**src/rtl/shot_sequencer_if.sv**
```systemverilog
// Light-gun shot controller bundle: gun/vga inputs and
// pattern_gen/score outputs of shot_sequencer.
interface shot_sequencer_if #(
   parameter int SCORE_W = 8
);
   logic               trigger;
   logic               detect;
   logic               frame_start;
   logic               valid;
   logic               new_round;
   logic [1:0]         flash_mode;
   logic               busy;
   logic               hit;
   logic               miss;
   logic [SCORE_W-1:0] score;
   logic [1:0]         shots_left;

   modport master (
      output trigger, detect, frame_start, valid, new_round,
      input  flash_mode, busy, hit, miss, score, shots_left
   );

   modport slave (
      input  trigger, detect, frame_start, valid, new_round,
      output flash_mode, busy, hit, miss, score, shots_left
   );
endinterface

```
**src/rtl/shot_sequencer.sv**
```systemverilog
// Light-gun shot sequencer: flashes black/target frames, scores hits.
// Optional black-frame cheat check: define BLACK_FRAME_CHECK_EN.
module shot_sequencer #(
   parameter int DEBOUNCE_CYCLES = 250000,
   parameter int BLACK_FRAMES    = 1,
   parameter int TARGET_FRAMES   = 1,
   parameter int DETECT_MIN      = 16,
   parameter int SHOTS           = 3,
   parameter int SCORE_W         = 8
) (
   input logic             clk,
   input logic             reset,
   shot_sequencer_if.slave bus
);

   localparam int DB_W = $clog2(DEBOUNCE_CYCLES + 1);
   localparam int DT_W = $clog2(DETECT_MIN + 1);
   localparam logic [DB_W-1:0] DB_MAX = DB_W'(DEBOUNCE_CYCLES - 1);
   localparam logic [DT_W-1:0] DT_MIN = DT_W'(DETECT_MIN);
   localparam logic [1:0]      BF     = 2'(BLACK_FRAMES);
   localparam logic [1:0]      TF     = 2'(TARGET_FRAMES);
   localparam logic [1:0]      SH     = 2'(SHOTS);

   typedef enum logic [2:0] {
      S_IDLE,
      S_ARM,
      S_BLACK,
      S_TARGET,
      S_RESOLVE,
      S_RELEASE
   } state_t;

   logic [1:0]         r_trig_s;
   logic [1:0]         r_det_s;
   logic [DB_W-1:0]    r_db_cnt;
   logic               r_trig_db;
   logic               r_trig_db_d;

   state_t             r_state,  w_state_n;
   logic [1:0]         r_flash,  w_flash_n;
   logic               r_busy,   w_busy_n;
   logic               r_hit,    w_hit_n;
   logic               r_miss,   w_miss_n;
   logic [SCORE_W-1:0] r_score,  w_score_n;
   logic [1:0]         r_shots,  w_shots_n;
   logic [1:0]         r_frame,  w_frame_n;
   logic [DT_W-1:0]    r_det,    w_det_n;

   logic               w_trig_sync;
   logic               w_det_v;
   logic               w_press;
   logic               w_cheat;
   logic               w_is_hit;

`ifdef BLACK_FRAME_CHECK_EN
   logic               r_cheat,  w_cheat_n;
   assign w_cheat = r_cheat;
`else
   assign w_cheat = 1'b0;
`endif

   assign w_trig_sync = r_trig_s[1];
   assign w_det_v     = r_det_s[1] & bus.valid;
   assign w_press     = r_trig_db & ~r_trig_db_d;

   // Any change of the synced level while counting returns it
   // to the debounced value, which restarts the count.
   always_ff @(posedge clk or negedge reset) begin
      if (!reset) begin
         r_trig_s    <= '0;
         r_det_s     <= '0;
         r_db_cnt    <= '0;
         r_trig_db   <= 1'b0;
         r_trig_db_d <= 1'b0;
      end else begin
         r_trig_s    <= {r_trig_s[0], bus.trigger};
         r_det_s     <= {r_det_s[0], bus.detect};
         r_trig_db_d <= r_trig_db;
         if (w_trig_sync == r_trig_db) begin
            r_db_cnt <= '0;
         end else if (r_db_cnt == DB_MAX) begin
            r_trig_db <= w_trig_sync;
            r_db_cnt  <= '0;
         end else begin
            r_db_cnt <= r_db_cnt + 1'b1;
         end
      end
   end

   always_ff @(posedge clk or negedge reset) begin
      if (!reset) begin
         r_state <= S_IDLE;
         r_flash <= 2'd0;
         r_busy  <= 1'b0;
         r_hit   <= 1'b0;
         r_miss  <= 1'b0;
         r_score <= '0;
         r_shots <= SH;
         r_frame <= 2'd0;
         r_det   <= '0;
`ifdef BLACK_FRAME_CHECK_EN
         r_cheat <= 1'b0;
`endif
      end else begin
         r_state <= w_state_n;
         r_flash <= w_flash_n;
         r_busy  <= w_busy_n;
         r_hit   <= w_hit_n;
         r_miss  <= w_miss_n;
         r_score <= w_score_n;
         r_shots <= w_shots_n;
         r_frame <= w_frame_n;
         r_det   <= w_det_n;
`ifdef BLACK_FRAME_CHECK_EN
         r_cheat <= w_cheat_n;
`endif
      end
   end

   always_comb begin
      w_state_n = r_state;
      w_flash_n = r_flash;
      w_busy_n  = r_busy;
      w_hit_n   = 1'b0;
      w_miss_n  = 1'b0;
      w_score_n = r_score;
      w_shots_n = r_shots;
      w_frame_n = r_frame;
      w_det_n   = r_det;
      w_is_hit  = 1'b0;
`ifdef BLACK_FRAME_CHECK_EN
      w_cheat_n = r_cheat;
`endif
      unique case (r_state)
         S_IDLE: begin
            if (w_press && (r_shots != 2'd0)) begin
               w_state_n = S_ARM;
               w_shots_n = r_shots - 2'd1;
               w_busy_n  = 1'b1;
               w_flash_n = 2'd0;
            end
         end
         S_ARM: begin
`ifdef BLACK_FRAME_CHECK_EN
            w_cheat_n = 1'b0;
`endif
            if (bus.frame_start) begin
               w_state_n = S_BLACK;
               w_flash_n = 2'd1;
               w_frame_n = 2'd0;
               w_det_n   = '0;
            end
         end
         S_BLACK: begin
`ifdef BLACK_FRAME_CHECK_EN
            if (w_det_v) w_cheat_n = 1'b1;
`endif
            if (bus.frame_start) begin
               if (r_frame + 2'd1 == BF) begin
                  w_state_n = S_TARGET;
                  w_flash_n = 2'd2;
                  w_frame_n = 2'd0;
               end else begin
                  w_frame_n = r_frame + 2'd1;
               end
            end
         end
         S_TARGET: begin
            if (w_det_v && (r_det < DT_MIN)) begin
               w_det_n = r_det + 1'b1;
            end
            if (bus.frame_start) begin
               if (r_frame + 2'd1 == TF) begin
                  w_state_n = S_RESOLVE;
                  w_flash_n = 2'd0;
                  w_is_hit  = (w_det_n >= DT_MIN) && !w_cheat;
                  w_hit_n   = w_is_hit;
                  w_miss_n  = !w_is_hit;
                  if (w_is_hit && (r_score != {SCORE_W{1'b1}})) begin
                     w_score_n = r_score + 1'b1;
                  end
               end else begin
                  w_frame_n = r_frame + 2'd1;
               end
            end
         end
         S_RESOLVE: begin
            w_state_n = S_RELEASE;
         end
         S_RELEASE: begin
            if (!r_trig_db) begin
               w_state_n = S_IDLE;
               w_busy_n  = 1'b0;
            end
         end
         default: begin
            w_state_n = S_IDLE;
            w_busy_n  = 1'b0;
            w_flash_n = 2'd0;
         end
      endcase
      // Reload takes priority over a same-cycle decrement.
      if (bus.new_round) w_shots_n = SH;
   end

   assign bus.flash_mode = r_flash;
   assign bus.busy       = r_busy;
   assign bus.hit        = r_hit;
   assign bus.miss       = r_miss;
   assign bus.score      = r_score;
   assign bus.shots_left = r_shots;

endmodule
```
**src/flat_wrapper.sv**
```systemverilog
// flat-port wrapper written by rule: the top's interface ports become plain ports
module shot_sequencer_flat 
#(
   parameter int DEBOUNCE_CYCLES = 250000,
   parameter int BLACK_FRAMES    = 1,
   parameter int TARGET_FRAMES   = 1,
   parameter int DETECT_MIN      = 16,
   parameter int SHOTS           = 3,
   parameter int SCORE_W         = 8
)
  (clk, reset, bus_trigger, bus_detect, bus_frame_start, bus_valid, bus_new_round, bus_flash_mode, bus_busy, bus_hit, bus_miss, bus_score, bus_shots_left);
  shot_sequencer_if #(.SCORE_W(SCORE_W)) bus_i ();
  input logic clk;
  input logic reset;
  input wire logic [$bits(bus_i.trigger)-1:0] bus_trigger;
  input wire logic [$bits(bus_i.detect)-1:0] bus_detect;
  input wire logic [$bits(bus_i.frame_start)-1:0] bus_frame_start;
  input wire logic [$bits(bus_i.valid)-1:0] bus_valid;
  input wire logic [$bits(bus_i.new_round)-1:0] bus_new_round;
  output wire logic [$bits(bus_i.flash_mode)-1:0] bus_flash_mode;
  output wire logic [$bits(bus_i.busy)-1:0] bus_busy;
  output wire logic [$bits(bus_i.hit)-1:0] bus_hit;
  output wire logic [$bits(bus_i.miss)-1:0] bus_miss;
  output wire logic [$bits(bus_i.score)-1:0] bus_score;
  output wire logic [$bits(bus_i.shots_left)-1:0] bus_shots_left;
  assign bus_i.trigger = bus_trigger;
  assign bus_i.detect = bus_detect;
  assign bus_i.frame_start = bus_frame_start;
  assign bus_i.valid = bus_valid;
  assign bus_i.new_round = bus_new_round;
  assign bus_flash_mode = bus_i.flash_mode;
  assign bus_busy = bus_i.busy;
  assign bus_hit = bus_i.hit;
  assign bus_miss = bus_i.miss;
  assign bus_score = bus_i.score;
  assign bus_shots_left = bus_i.shots_left;
  shot_sequencer #(.DEBOUNCE_CYCLES(DEBOUNCE_CYCLES), .BLACK_FRAMES(BLACK_FRAMES), .TARGET_FRAMES(TARGET_FRAMES), .DETECT_MIN(DETECT_MIN), .SHOTS(SHOTS), .SCORE_W(SCORE_W)) u_core (.clk(clk), .reset(reset), .bus(bus_i));
endmodule
```
**config.mk**
```make
export PLATFORM = sky130hd
export DESIGN_NAME = shot_sequencer_flat
export DESIGN_NICKNAME = d
export VERILOG_FILES = /design/src/rtl/shot_sequencer_if.sv /design/src/rtl/shot_sequencer.sv /design/src/flat_wrapper.sv
export SDC_FILE = /design/constraint.sdc
export NUM_CORES = 1
export LEC_CHECK = 0
export CORE_UTILIZATION = 35
export CTS_CLUSTER_DIAMETER = 200
export DETAILED_ROUTE_END_ITERATION = 8
export HOLD_SLACK_MARGIN = 0.1
export PLACE_DENSITY_LB_ADDON = 0.3
export REMOVE_ABC_BUFFERS = 1
export SKIP_LAST_GASP = 1
export SLEW_MARGIN = 20
export SYNTH_ARGS = -nofsm -noshare
export SYNTH_HDL_FRONTEND = slang
export SYNTH_SLANG_ARGS = --single-unit
```
**constraint.sdc**
```tcl
create_clock -name clk -period 2.3 [get_ports clk]
set_input_delay 0.345 -clock clk [delete_from_list [all_inputs] [get_ports clk]]
set_output_delay 0.345 -clock clk [all_outputs]
set_load 0.05 [all_outputs]
```
==> results.cfg <==
[routing]
avgRoutedWirePerCell_um = 13.6
first_pass_iters = 8
wl_um = 4580
ant_nets = 0
vias = 1744
vias_per_cell = 5.18
drcViolationCount = 0
drtIter0Drc = 114

[logic_synthesis]
yosysMostFrequentCell = dfrtp_1
netlist_top_cells_count = 47 x dfrtp_1, 24 x nor2_1, 20 x nand2_1, 12 x xor2_1
ys_types = 45
async_reset_ff_frac = 1.00
yosysTopAreaCell = dfrtp_1
ys.warnings.count = 0
synth_top_area_frac = 0.492
synth.avg_cell_area_um2 = 10.5
synthFlopType = dfrtp_1
seq_area_frac_synth = 0.514
synth_edf_count = 0
synthTopCellsByArea = dfrtp_1 49%, xor2_1 4.4%, nor2_1 3.8%, xnor2_1 3.7%, ha_1 3.1%
synth_area_um2 = 2390
ys_ff_latch = 49
syn_inst = 228

[power]
combPwrFrac = 0.035
clkPwrFrac = 0.376
p_int_mw = 1.12
powerDensity_nw_per_um2 = 526
p_sw_frac = 0.249
p_sw_uw = 370
seqPwrFrac = 0.589
total_power_mw = 1.49
p_leak_nw = 1.25
vdd_drop_max_uv = 223

[setup_path]
crit_arrival_ns = 2.26
ff2ff_path_depth = 5
critPathKind = flop to flop
regToRegStartpoint = u_core.bus.shots_left[0]
worstSetupStartpointType = flop
regToRegEndpoint = u_core.bus.shots_left[1]
rrSetupSlack_ns = 0.28
worstPathRequired_ns = 2.54
path_max_fanout = 5
crit_path_end_kind = flop

[timing]
max_freq_mhz = 496
hold_ws_ns = 0.360
maxSlewViolCount = 0
setup_violations = 0
fin_tns_setup_ns = 0
rsz0062_at_grt = false
hold_viol_final = 0
clock_skew_ns = 0.0140
period_needed_ns = 2.02
worst-slew-pin-transition_ns = 0.552
max_slew_margin = 0.632
timing.final.crit_share = 0.877

[final_layout]
fin_cells = 337
nets = 272
drive_gt1_frac = 0.108
antenna_cells = 0
n_fill_cell = 616
area_growth_pct = 18.3

[run_status]
status = complete, no violations

[placement]
gp_congestion = 0.742
placedCellCount = 328
io_buffers = 21
hpwl_um = 3220

[floorplan]
rows = 29
die_w_um = 84.6
die_h_um = 84.6
initial_core_util = 0.370
dieArea_um2 = 7160
core-area_um2 = 6460
ios = 22

[worst_hold_path]
min_path_cells = 0
hp-class = flop to flop
min_from = u_core.r_det_s[0]
hold_end = u_core.r_det_s[1]

[cts]
htreeDepth = 2
cts_buffers = 5
path_clk_slew_ns = 0.10
clk_latency_ns = 0.32
clk_path_buf_depth = 2
cts_sinks = 49
cts_tree = built
clock-root-buffer = clkbuf_8

[global_route]
grt_overflow_total = 0
grt_first_pass_wirelength_um = 8140
antenna_found_initial = 0
grt_max_degree = 26
grt_pass1_vias = 1694
grtUsageTotal = 0.145

[run]
maxCapViolations = 0
## power groups by stage
stage | clock network, mW | logic [mW] | registers (mW)
after floorplan | 0 | 0.0160 | 0.891
after global placement | 0 | 0.0529 | 0.892
after detailed placement | 0 | 0.0534 | 0.892
after CTS | 0.584 | 0.0548 | 0.876
after global routing | 0.619 | 0.0614 | 0.877
final | 0.559 | 0.0525 | 0.876
## cell families after synthesis
logic type	Yosys count	synth area share
AO/OA/AOI/OAI	31	0.0948
XOR/XNOR	22	0.0807
adder cells (fa/ha/maj)	6	0.0314
buffers and inverters	16	0.0283
flip-flops	49	0.514
multiplexers	7	0.0309
AND/OR/NAND/NOR	97	0.219
## what timing repair did
item	in CTS	in global routing
resized for setup	0	0
hold endpoints to repair	23	0
buffers inserted	0	0
hold buffers	1	0
## routing by layer
layer / vias up / track usage / part of all wire
met5: - / 0 / 0
met4: 0 / 0.0647 / 0.021
met3: 8 / 0.0265 / 0.021
met2: 17 / 0.216 / 0.45
met1: 848 / 0.205 / 0.51
li1: 871 / - / -
## cells in the final DEF (no fill, tap or decap), types with 6 or more instances in the layout
| master | netlist | routed |
|---|---|---|
| nand3_1 | 10 | 10 |
| xnor2_1 | 10 | 10 |
| o21ai_0 | 6 | 6 |
| clkdlybuf4s50_1 | 0 | 20 |
| a21oi_1 | 8 | 8 |
| dfrtp_1 | 47 | 47 |
| buf_4 | 0 | 8 |
| nand2_1 | 20 | 20 |
| inv_1 | 10 | 10 |
| nor3_1 | 6 | 6 |
| ha_1 | 6 | 6 |
| nor2_1 | 24 | 24 |
| nor4_1 | 9 | 9 |
| xor2_1 | 12 | 12 |
| nand4_1 | 6 | 6 |
## stage by stage
| stage | setup WS [ns] | cell area, um^2 | util |
|---|---|---|---|
| global route | 0.215 | 2830 | 0.437 |
| detailed placement | 0.286 | 2720 | 0.421 |
| CTS | 0.271 | 2830 | 0.437 |
| floorplan | 0.115 | 2360 | - |
| finish | 0.284 | 2830 | 0.437 |
| global placement | 0.319 | 2720 | 0.421 |
## cell type report
| class | count | area (um^2) | share of cell area |
|---|---|---|---|
| clock buffers | 5 | 68.8 | 0.0244 |
| clock inverters | 3 | 26.3 | 0.00930 |
| inverters | 10 | 37.5 | 0.0133 |
| multi-input cells | 163 | 1090 | 0.387 |
| flip-flops and latches | 49 | 1230 | 0.435 |
| well taps | 77 | 96.3 | 0.0341 |
| repair buffers | 30 | 275 | 0.0974 |
## worst max-delay path by stage
stage                                   from                  endpoint  slack (ns)
floorplan           u_core.bus.shots_left[0]  u_core.bus.shots_left[1]        0.11
global placement    u_core.bus.shots_left[0]  u_core.bus.shots_left[1]        0.32
detailed placement  u_core.bus.shots_left[0]  u_core.bus.shots_left[1]        0.29
CTS                 u_core.bus.shots_left[0]  u_core.bus.shots_left[1]        0.27
global route        u_core.bus.shots_left[0]  u_core.bus.shots_left[1]        0.22
finish              u_core.bus.shots_left[0]  u_core.bus.shots_left[1]        0.28
## state kept, by name, summed over array words and instances (netlist names)
| name | count |
|---|---|
| u_core.r_db_cnt | 18 |
| u_core.bus.score | 8 |
| u_core.r_det | 5 |
| u_core.r_state | 3 |
| u_core.bus.flash_mode | 2 |
| u_core.bus.shots_left | 2 |
| u_core.r_det_s | 2 |
| u_core.r_frame | 2 |
| u_core.r_trig_s | 2 |
| u_core.bus.busy | 1 |
| u_core.bus.hit | 1 |
| u_core.bus.miss | 1 |
| u_core.r_trig_db | 1 |
| u_core.r_trig_db_d | 1 |
## critical path: stages (launching register included)
cell     delay, ns
dfstp_2       0.54
inv_1         0.06
ha_1          0.20
or4b_4        0.51
or3_4         0.36
a211o_1       0.29
No activity file was read; power rests on OpenSTA's default activity.
==> RTL change: new RTL, same settings <==
`SCORE_W` is set to 8 in 3 places; all go to 6.
--- a/src/rtl/shot_sequencer_if.sv
+++ b/src/rtl/shot_sequencer_if.sv
@@ -2,5 +2,5 @@
 // pattern_gen/score outputs of shot_sequencer.
 interface shot_sequencer_if #(
-   parameter int SCORE_W = 8
+   parameter int SCORE_W = 6
 );
    logic               trigger;
--- a/src/rtl/shot_sequencer.sv
+++ b/src/rtl/shot_sequencer.sv
@@ -7,5 +7,5 @@
    parameter int DETECT_MIN      = 16,
    parameter int SHOTS           = 3,
-   parameter int SCORE_W         = 8
+   parameter int SCORE_W         = 6
 ) (
    input logic             clk,
--- a/src/flat_wrapper.sv
+++ b/src/flat_wrapper.sv
@@ -7,5 +7,5 @@
    parameter int DETECT_MIN      = 16,
    parameter int SHOTS           = 3,
-   parameter int SCORE_W         = 8
+   parameter int SCORE_W         = 6
 )
   (clk, reset, bus_trigger, bus_detect, bus_frame_start, bus_valid, bus_new_round, bus_flash_mode, bus_busy, bus_hit, bus_miss, bus_score, bus_shots_left);
Interface: changed (resized bus_score); port bits go from 22 to 20. No check against the original RTL was run, so the function may have changed too.
==> RTL change against the unedited design <==
- design area shrank 5.2%
- via count fell by 0.40%
- largest cell class unchanged
- sequential cell count down 2
- wire length is 3.5% lower
- non-clock buffer count fell by 3
- synthesized area down 5.0%
- sequential share of layout area up 0.51 points
- setup slack better by 0.0019 ns
- first-iteration DRC count up 25%
- highest routed layer unchanged
- power shrank 7.2%
- hold slack improved by 0.0037 ns
- combinational power up 4.0%
- synthesized cell count is 0.44% higher
==> RTL change: results (changes against the unedited design) <==
* DP Wirelength at 3080 um (-4.3%)
* CTS sink cnt at 47 (-4.1%)
* Post-route insts no fill at 332 (-1.5%)
* Met1 WL at 2320 um (-0.64%)
* PortBufs at 19 (-9.5%)
* Detailed Route Iter0 Violations at 143 (+25%)
* Setup Skew at 0.00668 ns (-0.00731 ns)
* Hold WS at 0.363 ns (+0.00371 ns)
* First-pass GRT wire length at 7600 um (-6.6%)
* Via count at 1737 (-0.40%)
* Met1 usage at 0.218 (+0.0130)
* Dpl ws at 0.356 ns (+0.0701 ns)
* Leak at 1.14 nW (-9.1%)
* Crit path from: u_core.bus.shots_left[1]
* Status: finished, final reports clean
* PD cells at 515 mW/mm^2 (-2.1%)
* Fmax at 496 MHz (about the same)
* Gpl congestion at 0.769 (+3.7%)
* Post-Synth Adder-Cell Area at 0.0331 (+0.00166)
* Worst skew pair latency at 0.30 ns (-0.02 ns)
* Core area at 0.00610 mm^2 (-5.6%)
* Non-clk buf share at 0.0972 (-0.000280)
* Worst R2R Setup Slack at 0.39 ns (+0.11 ns)
* # fillers at 614 (-0.32%)
* Reg2reg path depth at 6 (+1)
* Slowest cell on the critical path: clkdlybuf4s50_1
* Critical path arrival at 1.67 ns (-0.59 ns)
* Synth Area in XOR/XNOR at 0.0695 (-0.0112)
* Post-synth top cells: 45 x dfrtp_1, 26 x nor2_1, 19 x nand2_1
* M2 GR Usage at 0.210 (-0.00590)
* Share of layout cells above drive strength 1 at 0.0895 (-0.0182)
* Register share of the cell area at 0.440 (+0.00508)
* Tot GR Track Use at 0.149 (+0.00456)
* Inst Count DP at 323 (-1.5%)
* Synth cell types at 43 (-4.4%)
* Routed len/inst at 13.3 um (-2.0%)
* Reg clk slew, reported paths at 0.08 ns (-0.02 ns)
* Met3 Use GR at 0.0352 (+0.00862)
* Netlist Area Pre-Place at 0.00227 mm^2 (-5.0%)
-- RTL change: changes by cell type after synthesis, sizes merged, moves of 2 or more --
| cell | before | now |
|---|---|---|
| mux2i | 4 | 2 |
| o211ai | 1 | 3 |
| nor4 | 9 | 7 |
| o31ai | 5 | 2 |
| or4 | 2 | 4 |
| nor2 | 24 | 26 |
| o21ai | 6 | 13 |
| a22oi | 1 | 3 |
| dfrtp | 47 | 45 |
| nor2b | 3 | 1 |
| nand4 | 7 | 4 |
| inv | 10 | 12 |
| a21oi | 8 | 12 |
| xor2 | 12 | 8 |
-- RTL change: power breakdown --
group          internal (mW)  switching [mW]
registers              0.833         0.00583
logic                 0.0220          0.0327
clock network          0.213           0.274
total                   1.07           0.312
-- RTL change: cells by family after synthesis --
logic type,Yosys count
AND/OR/NAND/NOR,90
flip-flops,47
AO/OA/AOI/OAI,45
buffers and inverters,19
XOR/XNOR,18
adder cells (fa/ha/maj),6
multiplexers,4
